**config.mk**
```make
export PLATFORM = sky130hd
export DESIGN_NAME = regfile_mp
export DESIGN_NICKNAME = d
export VERILOG_FILES = /design/src/rtl/regfile_pkg.sv /design/src/rtl/regfile_scoreboard.sv /design/src/rtl/regfile_mp.sv
export SDC_FILE = /design/constraint.sdc
export NUM_CORES = 2
export LEC_CHECK = 0
export ABC_AREA = 1
export CORE_MARGIN = 2
export CORE_UTILIZATION = 35
export CTS_BUF_LIST = sky130_fd_sc_hd__clkbuf_8 sky130_fd_sc_hd__clkbuf_16
export DETAILED_ROUTE_END_ITERATION = 12
export GPL_TIMING_DRIVEN = 1
export SLEW_MARGIN = 15
export SYNTH_ARGS = -nofsm -noshare
export SYNTH_HDL_FRONTEND = slang
export SYNTH_SLANG_ARGS = --single-unit
```
**constraint.sdc**
```tcl
create_clock -name clk -period 2.6 [get_ports clk]
set_input_delay 0.78 -clock clk [delete_from_list [all_inputs] [get_ports clk]]
set_output_delay 0.78 -clock clk [all_outputs]
set_load 0.05 [all_outputs]
```
**src/rtl/regfile_pkg.sv**
```systemverilog
// Shared constants and types for the multi-port register file.
// Provides default geometry, the address type and the zero-register address.
package regfile_pkg;

  localparam int DEF_WIDTH = 32;
  localparam int DEF_WORDS = 32;
  localparam int DEF_AW    = $clog2(DEF_WORDS);

  typedef logic [DEF_AW-1:0] addr_t;

  localparam addr_t ZERO_ADDR = '0;

endpackage

```
**src/rtl/regfile_scoreboard.sv**
```systemverilog
// Per-register busy scoreboard: reserve sets, any write clears, reserve wins.
// Ports: clk_i/reset_i, w_en_i/w_addr_i, rsv_en_i/rsv_addr_i, busy_q_o, busy_d_o.
module regfile_scoreboard
  import regfile_pkg::*;
#(
  parameter int WORDS    = DEF_WORDS,
  parameter int AW       = $clog2(WORDS),
  parameter int NW       = 1,
  parameter int ZERO_REG = 1
) (
  input  logic             clk_i,
  input  logic             reset_i,
  input  logic [NW-1:0]    w_en_i,
  input  logic [NW*AW-1:0] w_addr_i,
  input  logic             rsv_en_i,
  input  logic [AW-1:0]    rsv_addr_i,
  output logic [WORDS-1:0] busy_q_o,
  output logic [WORDS-1:0] busy_d_o
);

  logic [WORDS-1:0] busy_q;
  logic [WORDS-1:0] busy_d;
  logic [AW-1:0]    wa;

  always_comb begin
    busy_d = busy_q;
    wa     = '0;
    for (int k = 0; k < NW; k++) begin
      wa = w_addr_i[k*AW +: AW];
      if (w_en_i[k] && int'(wa) < WORDS)
        busy_d[wa] = 1'b0;
    end
    // applied after the clears so a new producer overrides a retiring one
    if (rsv_en_i && int'(rsv_addr_i) < WORDS)
      busy_d[rsv_addr_i] = 1'b1;
    if (ZERO_REG != 0)
      busy_d[int'(ZERO_ADDR)] = 1'b0;
  end

  always_ff @(posedge clk_i) begin
    if (reset_i) busy_q <= '0;
    else         busy_q <= busy_d;
  end

  assign busy_q_o = busy_q;
  assign busy_d_o = busy_d;

endmodule

```
**src/rtl/regfile_mp.sv**
```systemverilog
// Multi-port register file with registered, write-first forwarded reads.
// Ports: clk, reset, w_en/w_addr/w_data, r_addr/r_data/r_busy, rsv_en/rsv_addr, busy_all.
module regfile_mp
  import regfile_pkg::*;
#(
  parameter int WIDTH    = DEF_WIDTH,
  parameter int WORDS    = DEF_WORDS,
  localparam int AW      = $clog2(WORDS),
  parameter int NR       = 2,
  parameter int NW       = 1,
  parameter int ZERO_REG = 1
) (
  input  logic                clk,
  input  logic                reset,
  input  logic [NW-1:0]       w_en,
  input  logic [NW*AW-1:0]    w_addr,
  input  logic [NW*WIDTH-1:0] w_data,
  input  logic [NR*AW-1:0]    r_addr,
  output logic [NR*WIDTH-1:0] r_data,
  output logic [NR-1:0]       r_busy,
  input  logic                rsv_en,
  input  logic [AW-1:0]       rsv_addr,
  output logic [WORDS-1:0]    busy_all
);

  logic [WIDTH-1:0]    mem_q [WORDS];
  logic [WIDTH-1:0]    mem_d [WORDS];
  logic [NR*WIDTH-1:0] r_data_q, r_data_d;
  logic [NR-1:0]       r_busy_q, r_busy_d;
  logic [WORDS-1:0]    busy_d;
  logic [AW-1:0]       wa;
  logic [AW-1:0]       ra;

  regfile_scoreboard #(
    .WORDS   (WORDS),
    .AW      (AW),
    .NW      (NW),
    .ZERO_REG(ZERO_REG)
  ) u_sb (
    .clk_i     (clk),
    .reset_i   (reset),
    .w_en_i    (w_en),
    .w_addr_i  (w_addr),
    .rsv_en_i  (rsv_en),
    .rsv_addr_i(rsv_addr),
    .busy_q_o  (busy_all),
    .busy_d_o  (busy_d)
  );

  // Reads index the next-state array, which gives write-first forwarding;
  // higher-numbered write ports are applied last and so win collisions.
  always_comb begin
    mem_d    = mem_q;
    r_data_d = '0;
    r_busy_d = '0;
    wa       = '0;
    ra       = '0;
    for (int k = 0; k < NW; k++) begin
      wa = w_addr[k*AW +: AW];
      if (w_en[k] && int'(wa) < WORDS)
        mem_d[wa] = w_data[k*WIDTH +: WIDTH];
    end
    if (ZERO_REG != 0)
      mem_d[int'(ZERO_ADDR)] = '0;
    for (int i = 0; i < NR; i++) begin
      ra = r_addr[i*AW +: AW];
      if (int'(ra) < WORDS) begin
        r_data_d[i*WIDTH +: WIDTH] = mem_d[ra];
        r_busy_d[i]                = busy_d[ra];
      end
    end
  end

  always_ff @(posedge clk) begin
    if (reset) begin
      mem_q    <= '{default: '0};
      r_data_q <= '0;
      r_busy_q <= '0;
    end else begin
      mem_q    <= mem_d;
      r_data_q <= r_data_d;
      r_busy_q <= r_busy_d;
    end
  end

  assign r_data = r_data_q;
  assign r_busy = r_busy_q;

endmodule
```
==> results.txt <==
minimum clock period = 2.59 ns
Hold/Removal Path Class = in -> reg
worst-margin pin slew = 0.814 ns
count leader, synth = nand2_1
area of the multi-input gates = 34300 µm²
fin worst setup slack = 0.0124 ns
worst-path maximum fanout = 2
Vias/cell = 5.44
Crit path depth = 1
DRC Markers = 0
Setup violations, final = 0
end of the worst hold path = mem_q[595]
number of synthesized flops with an enable pin = 0
routed wire length per instance = 23.9 µm
NetSw = 13.5 mW
CTS root buffer = clkbuf_16
worst r2r src = u_sb.busy_q_o[5]
internal reg-to-reg setup slack = 0.74 ns
DP Wirelength = 222000 µm
initial antenna violation count = 29
site row count = 153
relative slew slack = 45.7%
DR pass1 iterations = 10
nets = 11900
total grt overflow = 0
ys flop type = dfxtp_1
combinational share of power = 16.1%
crit path DAT = 1.81 ns
FF/Latch Area = 21800 µm²
Global Route Usage Sum = 36.6%
min-delay src = reset
count of state elements after synthesis = 1089
fmax = 386 MHz
Initial Util = 35.2%
critical path's top delay family = flip-flops
Post-DP Area = 78800 µm²
final clock period utilization by the worst path = 99.5%
CP required = 1.82 ns
end of the worst register-to-register path = r_busy[0]
hold path cells = 2
Die Span X = 422 µm
fin. max-slew vios = 0
Leakage = 40.3 nW
Crit-path slowest cell = dfxtp_1
DR vias = 78000
IO Count = 154
total number of yosys warnings = 0
Post-synth ARST share = 0%
CTS tree = done
main area contributors after synthesis = dfxtp_1, nand2_1, nand3_1
Port Buffer Count = 152
post-synth top area share = 35.6%
Cell Int Power = 31.0 mW
PD cells = 529 nW/µm²
drt total wl = 343000 µm
critical path's largest stage delay = 0.68 ns
switch share = 30.4%
CTS clk-pin slew, worst paths = 0.06 ns
pre-CTS WS = -0.957 ns
CP Capture Type = output pin
post-route setup TNS = 0 ns
total power = 44.5 mW
CP startpoint kind = register
layout cells sized above 1 = 17.3%
fillers = 17900
Reg2Reg Depth = 8
Hold WS = 0.335 ns
CTS sink count = 1089
sequential-to-total area share from yosys stat = 35.6%
first-pass GRT wire length = 484000 µm
clock share of power = 45.3%
area grow syn2layout = 37.5%
die area = 178000 µm²
post-route antenna net violation count = 0
Clock Latency Late Sink = 0.83 ns
cells after synthesis = 10700
syn avg cell area = 5.71 µm²
post-synth design cell area = 61200 µm²
Iteration-0 DRC Markers = 10200
Buf+Inv Stages, Crit Path = 1
top cell type by total area after synthesis = dfxtp_1
cell area after layout = 84200 µm²
Max Cap Viol = 0
clk buf depth = 3
Syn Nets = 10800
height of the die = 422 µm
Synth top cells by count = nand2_1, nor2_1, nand3_1, dfxtp_1, clkbuf_1
status = completed
H-tree Lvls = 4
Final GP Congestion = 0.966
Num CTS Buffers = 136
Setup Skew = 0.0310 ns
Core ar. = 174000 µm²
VDD IR-drop max = 0.740 mV
number of unique standard cell types used by synthesis = 24
crit path cell chain = buf_4
CTS Hold Bufs = 0
number of global-route vias before repair = 71300
fraction of power consumed by sequential logic = 38.6%
final hold vios = 0
kind of critical path = reg -> out
largest net degree at the start of global routing = 140
## worst max-delay path by stage
stage | start | to | slack (ns)
detailed placement | w_addr[3] | r_data[56] | -0.96
floorplan | w_en | r_data[53] | 0.15
CTS | r_data[5] | r_data[5] | 0.002
finish | u_sb.busy_q_o[1] | busy_all[1] | 0.01
global route | w_en | r_data[16] | -0.005
global placement | w_addr[3] | r_data[24] | -0.97
## cells in the final DEF, fill, tap and decap left out, drive strengths merged
cell type      synthesis  routed
a21oi                177     177
and2                  37      37
buf                  160    1714
bufinv                 0      10
clkbuf               635     180
clkdlybuf4s15          0      29
clkdlybuf4s18          0       2
clkdlybuf4s50          0      40
clkinv                 2      23
clkinvlp               0       4
conb                   1       1
dfxtp               1089    1089
diode                  0      18
dlygate4sd2            0      27
dlymetal6s2s           0       4
inv                  628     663
mux2i                  3       3
nand2               3819    3819
nand3               1659    1659
nor2                1948    1948
nor3                   6       6
o211ai                11      11
o21ai                534     534
o21bai                 5       5
or2                    2       2
## layer usage
layer  vias up  wire length, µm  track usage [%]
li1      35900                -                -
met1     35800           129000             45.2
met2      4920           145000             56.1
met3      1317            37700             7.57
met4        20            30700             27.1
met5         -              136                0
## area by class of cell
class                   instances  area share, %
clock inverters                70          0.846
flip-flops and latches       1089           25.9
inverters                     630           2.87
multi-input cells            8202           40.8
repair buffers               1823           21.4
well taps                    2325           3.46
diodes                         18         0.0535
clock buffers                 173           4.68
## registers in the layout, indices dropped and copies added, names as in the netlist
| signal | count |
|---|---|
| mem_q | 992 |
| r_busy | 2 |
| r_data | 64 |
| u_sb.busy_q_o | 31 |
## timing repair
| item | 4_1_cts | 5_1_grt |
|---|---|---|
| setup buffers | 6 | 28 |
| gates resized for setup | 141 | 63 |
| endpoints found under the setup margin | 70 | 60 |
| pin swaps | 1 | 13 |
| cloned | 0 | 9 |
## per-stage QoR
stage	instances	util (%)
floorplan	10700	-
global placement	14000	45.3
detailed placement	14000	45.3
CTS	14300	48.0
global route	14300	48.4
finish	14300	48.4
## kinds of logic after synthesis
logic type      count (synthesis)  synth area share [%]
compound gates                727                  6.01
buf+inv                      1425                  8.88
flops                        1089                  35.6
mux                             3                0.0491
other cells                     1               0.00613
simple gates                 7471                  49.4
## power by group through the flow
stage / sequential (mW) / clock [mW] / combinational, mW
2_1_floorplan: 17.7 / 0 / 3.18
3_3_place_gp: 17.6 / 0 / 6.88
3_5_place_dp: 17.6 / 0 / 6.90
4_1_cts: 17.2 / 20.2 / 6.91
5_1_grt: 17.2 / 20.9 / 7.51
6_report: 17.2 / 20.2 / 7.17
Power figures use the tool's default switching activity.
